--- src/rtl/instr_loader_pkg.sv ---
// ============================================================================
// Module   : instr_loader_pkg
// Purpose  : Shared opcode, loader state and loader error definitions.
// Revision : 1.0 - initial release
// ============================================================================
`default_nettype none

package instr_loader_pkg;

   typedef enum logic [2:0] {
      OP_AND = 3'b000,
      OP_XOR = 3'b001,
      OP_SHL = 3'b010,
      OP_SHR = 3'b011,
      OP_ADD = 3'b100,
      OP_LW  = 3'b101,
      OP_SW  = 3'b110,
      OP_BR  = 3'b111
   } opcode_t;

   typedef enum logic [1:0] {
      ST_IDLE = 2'd0,
      ST_LOAD = 2'd1,
      ST_DONE = 2'd2
   } loader_state_t;

   localparam logic [1:0] LD_ERR_NONE     = 2'b00;
   localparam logic [1:0] LD_ERR_BR_RANGE = 2'b01;
   localparam logic [1:0] LD_ERR_OVF      = 2'b10;

endpackage

`default_nettype wire

--- src/rtl/instr_encoder.sv ---
// ============================================================================
// Module   : instr_encoder
// Purpose  : Packs one field-level entry into the 9-bit IMEM word format.
// Revision : 1.0 - initial release
// ============================================================================
`default_nettype none

module instr_encoder
   import instr_loader_pkg::*;
#(
   parameter int BR_LUT_DEPTH = 32
) (
   input  logic [2:0] i_op,
   input  logic [2:0] i_a,
   input  logic [2:0] i_b,
   input  logic [5:0] i_tgt,
   output logic [8:0] o_word,
   output logic       o_tgt_bad
);

   logic w_is_br;

   assign w_is_br = (opcode_t'(i_op) == OP_BR);

   always_comb begin
      o_word    = {i_op, i_a, i_b};
      o_tgt_bad = 1'b0;
      if (w_is_br) begin
         o_word    = {OP_BR, i_tgt};
         o_tgt_bad = ({26'd0, i_tgt} >= 32'(BR_LUT_DEPTH));
      end
   end

endmodule

`default_nettype wire

--- src/rtl/instr_loader.sv ---
// ============================================================================
// Module   : instr_loader
// Purpose  : Streams encoded instructions into sequential IMEM addresses.
// Revision : 1.0 - initial release
// ============================================================================
`default_nettype none

module instr_loader
   import instr_loader_pkg::*;
#(
   parameter int ADDR_W       = 10,
   parameter int BR_LUT_DEPTH = 32
) (
   input  logic              clk,
   input  logic              reset,
   input  logic              start,
   input  logic              in_valid,
   output logic              in_ready,
   input  logic [2:0]        in_op,
   input  logic [2:0]        in_a,
   input  logic [2:0]        in_b,
   input  logic [5:0]        in_tgt,
   input  logic              in_last,
   output logic              imem_we,
   output logic [ADDR_W-1:0] imem_addr,
   output logic [8:0]        imem_wdata,
   output logic              busy,
   output logic              done,
   output logic [1:0]        err,
   output logic [ADDR_W:0]   count
);

   loader_state_t     r_state, w_state_nxt;
   logic [1:0]        r_err, w_err_nxt;
   logic [ADDR_W-1:0] r_addr;
   logic [ADDR_W:0]   r_count;
   logic              r_we;
   logic [ADDR_W-1:0] r_waddr;
   logic [8:0]        r_wdata;

   logic [8:0]        w_word;
   logic              w_tgt_bad;
   logic              w_accept;
   logic              w_write;
   logic              w_at_end;
   logic              w_start_ok;

   instr_encoder #(
      .BR_LUT_DEPTH (BR_LUT_DEPTH)
   ) u_encoder (
      .i_op      (in_op),
      .i_a       (in_a),
      .i_b       (in_b),
      .i_tgt     (in_tgt),
      .o_word    (w_word),
      .o_tgt_bad (w_tgt_bad)
   );

   assign w_accept   = in_valid && (r_state == ST_LOAD);
   assign w_write    = w_accept && !w_tgt_bad;
   assign w_at_end   = &r_addr;
   assign w_start_ok = start && (r_state != ST_LOAD);

   always_ff @(posedge clk or posedge reset) begin
      if (reset) begin
         r_state <= ST_IDLE;
         r_err   <= LD_ERR_NONE;
      end else begin
         r_state <= w_state_nxt;
         r_err   <= w_err_nxt;
      end
   end

   always_comb begin
      w_state_nxt = r_state;
      w_err_nxt   = r_err;
      case (r_state)
         ST_IDLE, ST_DONE: begin
            if (start) begin
               w_state_nxt = ST_LOAD;
               w_err_nxt   = LD_ERR_NONE;
            end
         end
         ST_LOAD: begin
            if (w_accept) begin
               if (w_tgt_bad && (r_err == LD_ERR_NONE)) begin
                  w_err_nxt = LD_ERR_BR_RANGE;
               end
               // Filling the last word without a terminator is an overflow,
               // which outranks any earlier branch-range error.
               if (w_write && w_at_end && !in_last) begin
                  w_state_nxt = ST_DONE;
                  w_err_nxt   = LD_ERR_OVF;
               end else if (in_last) begin
                  w_state_nxt = ST_DONE;
               end
            end
         end
         default: w_state_nxt = ST_IDLE;
      endcase
   end

   always_ff @(posedge clk or posedge reset) begin
      if (reset) begin
         r_addr  <= '0;
         r_count <= '0;
         r_we    <= 1'b0;
         r_waddr <= '0;
         r_wdata <= '0;
      end else begin
         r_we <= w_write;
         if (w_write) begin
            r_waddr <= r_addr;
            r_wdata <= w_word;
         end
         if (w_start_ok) begin
            r_addr  <= '0;
            r_count <= '0;
         end else if (w_write) begin
            r_count <= r_count + (ADDR_W + 1)'(1);
            if (!w_at_end) begin
               r_addr <= r_addr + ADDR_W'(1);
            end
         end
      end
   end

   assign in_ready   = (r_state == ST_LOAD);
   assign busy       = (r_state == ST_LOAD);
   assign done       = (r_state == ST_DONE);
   assign err        = r_err;
   assign count      = r_count;
   assign imem_we    = r_we;
   assign imem_addr  = r_waddr;
   assign imem_wdata = r_wdata;

endmodule

`default_nettype wire
--- config.mk ---
export PLATFORM = sky130hd
export DESIGN_NAME = instr_loader
export DESIGN_NICKNAME = d
export VERILOG_FILES = /design/src/rtl/instr_loader_pkg.sv /design/src/rtl/instr_encoder.sv /design/src/rtl/instr_loader.sv
export SDC_FILE = /design/constraint.sdc
export NUM_CORES = 1
export LEC_CHECK = 0
export CAP_MARGIN = 20
export CORE_UTILIZATION = 26
export CTS_BUF_LIST = sky130_fd_sc_hd__clkbuf_8
export DETAILED_ROUTE_END_ITERATION = 6
export SLEW_MARGIN = 20
export SYNTH_ARGS = -nofsm -noshare
export SYNTH_HDL_FRONTEND = slang
export SYNTH_SLANG_ARGS = --single-unit
--- constraint.sdc ---
create_clock -name clk -period 2.5 [get_ports clk]
set_clock_uncertainty 0.2 [all_clocks]
set_input_delay 0.375 -clock clk [delete_from_list [all_inputs] [get_ports clk]]
set_output_delay 0.375 -clock clk [all_outputs]
set_load 0.05 [all_outputs]
==> run summary, run 1 <==
Status: complete, no violations
Commonest non-fill, non-tap cell in the layout: nand2_1
Via density: 4.63
Post-Synth Adder-Cell Area: 1.17%
Sw Pwr: 1.16 mW
Total GRT Usage: 12.5%
Row count: 32
Hold Buf Count CTS: 0
Int Pwr: 1.59 mW
Final GP Congestion: 0.792
Unrepaired setup endpoints after global routing: no
Via count: 1,772
Drt pass-1 iters: 4
Top layer reached by signal wires: met4
CTS buffer count: 5
Ys Warns: 0
Resize count post-CTS: 0
Vias in the first global route: 1,691
Post-CTS Setup Bufs: 0
Max incr delay on CP: 790 ps
Critical path fanouts, max: 4
Routed WL: 4990 um
Wire per inst: 13.0 um
Post-route clock period utilization: 91.7%
Post-synth EDFFs: 0
Synth top area cells: dfrtp_1 (53%), nand2_1 (10%), mux2i_1 (4.7%)
Min Tclk post-route: 2290 ps
Area grow syn2layout: 37.3%
Simple-Gate Fraction of Synth Area: 26.9%
Worst Setup Path Type: flop to output port
Max IR drop VDD: 0.392 mV
Initial antenna violation count: 0
Total grt overflow: 0
Hold crit path type: flop to flop
Leading area contributor after synthesis: dfrtp_1
First-pass GRT wire length: 8360 um
Clock Path Buffers: 2
Slew HR: 62.4%
Cell count after synthesis: 218
Mux share of post-synthesis cell area: 4.70%
Compound-Gate Fraction of Synth Area: 8.87%
Critical Path Start Type: flop
Drc violations: 0
Register bit count reported by yosys: 45
Mapped Nets: 240
Die area: 0.00856 sq mm
Worst-path cell with the longest stage delay: clkdlybuf4s50_1
Post-DP HPWL: 3550 um
Met2 wire len: 2350 um
Combinational Power Share: 43.8%
Power per cell area: 938 mW/mm^2
Routed Antenna Nets: 0
CP Capture Type: output port
Setup TNS: 0 ps
Sink Count: 45
Asr flop ratio synth: 100%
Nets: 302
Cell leakage power: 1.33 nW
Slew @ Worst Pin: 565 ps
Detailed Route Iter0 Violations: 67
Top FF cell, synth: dfrtp_1
CTS clk-pin slew, worst paths: 80 ps
Share of power burned in registers: 35.5%
Worst setup margin: 209 ps
Synthesized area per cell: 9.77 sq um
Fmax: 436 MHz
DRT met1 WL: 2380 um
Chip Height: 92.5 um
Crit path required time: 1920 ps
I/O pins: 56
Initial core utilization: 27.3%
Final Hold Violating Endpoints: 0
Critical Path, Cell by Cell: and2b_2, clkdlybuf4s50_1
Wire length on met3: 193 um
Die W: 92.5 um
Clk pwr share: 20.7%
XOR/XNOR Fraction of Synth Area: 2.06%
Critical Path AT: 1720 ps
Core area: 0.00781 sq mm
Fraction of layout cells with a size suffix above 1: 9.61%
Final Setup Violations: 0
H-tree Lvls: 2
Slew Limit Fails: 0
Synth Cell Area: 0.00213 sq mm
CTS tree: built
Distinct cells, synth: 44
Clock root cell: clkbuf_8
Switch share: 42.2%
Main combinational cell family by area after synthesis: simple AND/OR/NAND/NOR gates
Clk_lat worst skew: 300 ps
Top cell type's share of synthesized area: 52.8%
Post-synthesis sequential area ratio: 52.8%
Pre-CTS setup slack: 168 ps
Largest net degree at the start of global routing: 46
Diodes inserted: 0
Port Buf Inserts: 55
Max-Cap Viols: 0
Commonest cells after routing, fill and taps aside: nand2_1 (57), clkdlybuf4s50_1 (53), dfrtp_1 (45), o21ai_0 (11)
[critical path: cells and delay by family, from the launching register on]
family | cells | cell delay [ps]
buffers and inverters | 1 | 790
AND/OR/NAND/NOR | 1 | 230
flip-flops | 1 | 400
[state kept, by name, summed over array words and instances, names as in the netlist]
name        flops
imem_wdata      9
err             2
imem_we         1
imem_addr      10
count          11
r_addr         10
r_state         2
[final timing paths]
| path | cells past startpoint | endpoint | slack [ps] | start |
|---|---|---|---|---|
| max | 2 | done | 210 | r_state[0] |
| min | 2 | imem_addr[7] | 280 | imem_addr[7] |
| max reg2reg | 4 | r_addr[7] | 620 | r_state[1] |
| min reg2reg | 2 | imem_addr[7] | 280 | imem_addr[7] |
| max in group asynchronous | 3 | count[4] | 1380 | reset |
| min in group asynchronous | 3 | imem_addr[2] | 330 | reset |
[through the flow]
| stage | util (%) | hold slack (ps) | instance area, sq um | instances | power, mW |
|---|---|---|---|---|---|
| 2_1_floorplan | - | 263 | 2130 | 218 | 1.80 |
| 5_1_grt | 37.5 | 312 | 2930 | 383 | 2.92 |
| 6_report | 37.5 | 284 | 2930 | 383 | 2.74 |
| 3_3_place_gp | 36.0 | 260 | 2810 | 375 | 2.19 |
| 3_5_place_dp | 36.0 | 262 | 2810 | 375 | 2.20 |
| 4_1_cts | 37.5 | 287 | 2930 | 383 | 2.78 |
[metal layers]
metal	global-route usage (%)	vias to the layer above
li1	-	886
met1	16.8	843
met2	20.2	36
met3	2.63	7
met4	3.91	0
met5	0	-
[power groups by stage]
stage,Combinational [mW],Sequential (mW),Clock [mW]
2_1_floorplan,0.434,1.36,0
3_3_place_gp,1.21,0.984,0
3_5_place_dp,1.21,0.988,0
4_1_cts,1.22,0.975,0.584
5_1_grt,1.29,1.00,0.628
6_report,1.20,0.974,0.568
[cell families after synthesis]
| logic type | Yosys count |
|---|---|
| muxes | 10 |
| xor gates and xnor gates | 5 |
| DFF | 45 |
| and+or+nand+nor | 112 |
| adders and majority gates | 2 |
| AOI/OAI and AO/OA | 31 |
| buffers and inverters | 13 |
[synth_stat cells (2+ instances only)]
master     n
nand2_1   57
dfrtp_1   45
o21ai_0   11
mux2i_1   10
nor2_1    10
nand3_1    8
a21oi_1    7
nand4_1    7
inv_1      5
and3_1     4
o31ai_1    4
or4_1      4
xor2_1     4
and2_1     3
buf_2      3
nor3_1     3
a31oi_1    2
and4_1     2
clkbuf_1   2
ha_1       2
nor3b_1    2
[layout make-up]
| class | count | area [sq um] |
|---|---|---|
| clock buffer | 6 | 82.6 |
| clock inverter | 2 | 33.8 |
| fill | 792 | 4880 |
| inverter | 5 | 18.8 |
| multi-input combinational | 160 | 931 |
| sequential | 45 | 1130 |
| tap | 102 | 128 |
| timing repair buffer | 63 | 606 |
(Power assumes the default switching activity.)
==> inputs of run 2 (changes only) <==
--- a/config.mk
+++ b/config.mk
@@ -5,7 +5,6 @@
 export SDC_FILE = /design/constraint.sdc
 export NUM_CORES = 1
 export LEC_CHECK = 0
-export CAP_MARGIN = 20
 export CORE_UTILIZATION = 26
 export CTS_BUF_LIST = sky130_fd_sc_hd__clkbuf_8
 export DETAILED_ROUTE_END_ITERATION = 6
==> results of run 2 <==
Same layout as run 1: the final DEF is identical, and so are final timing and power.
==> inputs of run 3 (changes only) <==
--- a/config.mk
+++ b/config.mk
@@ -8,6 +8,7 @@
 export CORE_UTILIZATION = 26
 export CTS_BUF_LIST = sky130_fd_sc_hd__clkbuf_8
 export DETAILED_ROUTE_END_ITERATION = 6
+export GPL_TIMING_DRIVEN = 0
 export SLEW_MARGIN = 20
 export SYNTH_ARGS = -nofsm -noshare
 export SYNTH_HDL_FRONTEND = slang
==> run 3 against run 2 <==
Effect of this change: sequential share of layout area is 0.17 points higher; core utilization is 0.16 points lower; clock-buffer cell count stayed put; die area stayed put; clock power is 20% lower; combinational power hardly changed; first-iteration DRC count is 36% lower.
==> run summary, run 3 (synthesis results as in run 1) <==
Fmax: 433 MHz (was 436 MHz)
Dpl cells: 376 (was 375)
Post-CTS Setup Bufs: 0 (unchanged)
Via count: 1,807 (was 1,772)
Fraction of layout cells with a size suffix above 1: 8.19% (was 9.61%)
Critical Path AT: 1730 ps (was 1720 ps)
Max IR drop VDD: 0.397 mV (was 0.392 mV)
Total GRT Usage: 13.0% (was 12.5%)
Combinational Power Share: 46.1% (was 43.8%)
Diodes inserted: 0 (unchanged)
Clk_lat worst skew: 290 ps (was 300 ps)
Core area: 0.00781 sq mm (unchanged)
Max-Cap Viols: 0 (unchanged)
Row count: 32 (unchanged)
Commonest cells after routing, fill and taps aside: nand2_1 (57), clkdlybuf4s50_1 (53), dfrtp_1 (45), o21ai_0 (11) (unchanged)
Drc violations: 0 (unchanged)
Commonest non-fill, non-tap cell in the layout: nand2_1 (unchanged)
Area grow syn2layout: 36.7% (was 37.3%)
Min Tclk post-route: 2310 ps (was 2290 ps)
Sw Pwr: 1.17 mW (was 1.16 mW)
Crit path buffers/inverters: 3 (was 1)
Clock root cell: clkbuf_8 (unchanged)
Via density: 4.72 (was 4.63)
Drt pass-1 iters: 4 (unchanged)
CTS buffer count: 5 (unchanged)
Vias in the first global route: 1,749 (was 1,691)
Critical Path Start Type: flop (unchanged)
Post-DP HPWL: 3780 um (was 3550 um)
Crit path required time: 1920 ps (about the same)
Slew @ Worst Pin: 578 ps (was 565 ps)
Switch share: 44.0% (was 42.2%)
CP top delay family: buffers and inverters (unchanged)
Status: complete, no violations (unchanged)
Final Hold Violating Endpoints: 0 (unchanged)
Detailed Route Iter0 Violations: 43 (was 67)
Die area: 0.00856 sq mm (unchanged)
Routed Antenna Nets: 0 (unchanged)
Nets: 303 (was 302)
CP Capture Type: output port (unchanged)
Worst-path cell with the longest stage delay: dlygate4sd2_1 (was clkdlybuf4s50_1)
Initial antenna violation count: 0 (unchanged)
Resize count post-CTS: 2 (was 0)
Port Buf Inserts: 55 (unchanged)
Max incr delay on CP: 510 ps (was 790 ps)
Critical path fanouts, max: 4 (unchanged)
First-pass GRT wire length: 8620 um (was 8360 um)
Clk pwr share: 17.1% (was 20.7%)
Post-route clock period utilization: 92.4% (was 91.7%)
Slew HR: 61.3% (was 62.4%)
Max reg flops: 11 (unchanged)
Hold Buf Count CTS: 0 (unchanged)
Sink Count: 45 (unchanged)
Post-layout util: 37.3% (was 37.5%)
CTS clk-pin slew, worst paths: 80 ps (about the same)
Slew Limit Fails: 0 (unchanged)
Critical Path, Cell by Cell: or2b_2, inv_1, buf_4, dlygate4sd2_1 (was and2b_2, clkdlybuf4s50_1)
I/O pins: 56 (unchanged)
Worst Setup Path Type: flop to output port (unchanged)
Final GP Congestion: 0.795 (was 0.792)
Largest net degree at the start of global routing: 32 (was 46)
Initial core utilization: 27.3% (unchanged)
Int Pwr: 1.48 mW (was 1.59 mW)
H-tree Lvls: 2 (unchanged)
Final Setup Violations: 0 (unchanged)
Clock Path Buffers: 2 (unchanged)
Final std cells w/o fill: 383 (unchanged)
CTS tree: built (unchanged)
Cell leakage power: 1.32 nW (was 1.33 nW)
Unrepaired setup endpoints after global routing: no (unchanged)
Wire per inst: 13.3 um (was 13.0 um)
Power per cell area: 910 mW/mm^2 (was 938 mW/mm^2)
Share of power burned in registers: 36.8% (was 35.5%)
Routed WL: 5090 um (was 4990 um)
Chip Height: 92.5 um (unchanged)
Die W: 92.5 um (unchanged)
Total grt overflow: 0 (unchanged)
Hold crit path type: primary input to async pin (was flop to flop)
run 3: cell type report:
| class | count | area (sq um) |
|---|---|---|
| clock buffer | 6 | 82.6 |
| timing repair buffer | 56 | 568 |
| buffer | 8 | 55.1 |
| clock inverter | 1 | 3.75 |
| multi-input combinational | 160 | 931 |
| sequential | 45 | 1130 |
| tap | 102 | 128 |
| inverter | 5 | 18.8 |
| fill | 793 | 4890 |
run 3: worst paths after layout:
path | slack (ps) | from | cells after the start | to
setup reg to reg | 630 | r_state[1] | 5 | count[9]
hold reg to reg | 280 | imem_wdata[6] | 2 | imem_wdata[6]
setup / recovery | 190 | r_state[1] | 4 | in_ready
min in group clk | 280 | imem_wdata[6] | 2 | imem_wdata[6]
max in group asynchronous | 1460 | reset | 3 | imem_wdata[1]
hold / removal | 170 | reset | 2 | imem_addr[6]
run 3: metrics by stage:
step,setup TNS [ps],setup WS (ps),total power [mW],instance area (sq um),hold WS (ps)
floorplan,0,517,1.80,2130,263
finish,0,191,2.65,2910,167
global placement,-6170,-135,2.22,2810,260
detailed placement,-272,-37.7,2.24,2830,262
global route,0,100,2.80,2910,216
CTS,0,184,2.69,2910,170
run 3: layer usage:
layer  vias up  global-route usage, %  wire, um
met5         -                      0         0
met4         0                   5.08        95
met3         9                   2.87       202
met2        36                   21.2      2420
met1       872                   16.6      2370
li1        890                      -         -
run 3: worst reg2reg max path, stage by stage, from the launching register on:
cell	delay [ps]
dfrtp_1	390
and3b_2	270
buf_6	160
nand3_4	100
or4_1	520
a21oi_1	160
run 3: power groups by stage:
| stage | registers (mW) | logic (mW) | clock network [mW] |
|---|---|---|---|
| after floorplan | 1.36 | 0.434 | 0 |
| after global placement | 0.985 | 1.23 | 0 |
| after detailed placement | 0.990 | 1.25 | 0 |
| after CTS | 0.976 | 1.24 | 0.470 |
| after global routing | 0.998 | 1.30 | 0.498 |
| final | 0.975 | 1.22 | 0.453 |
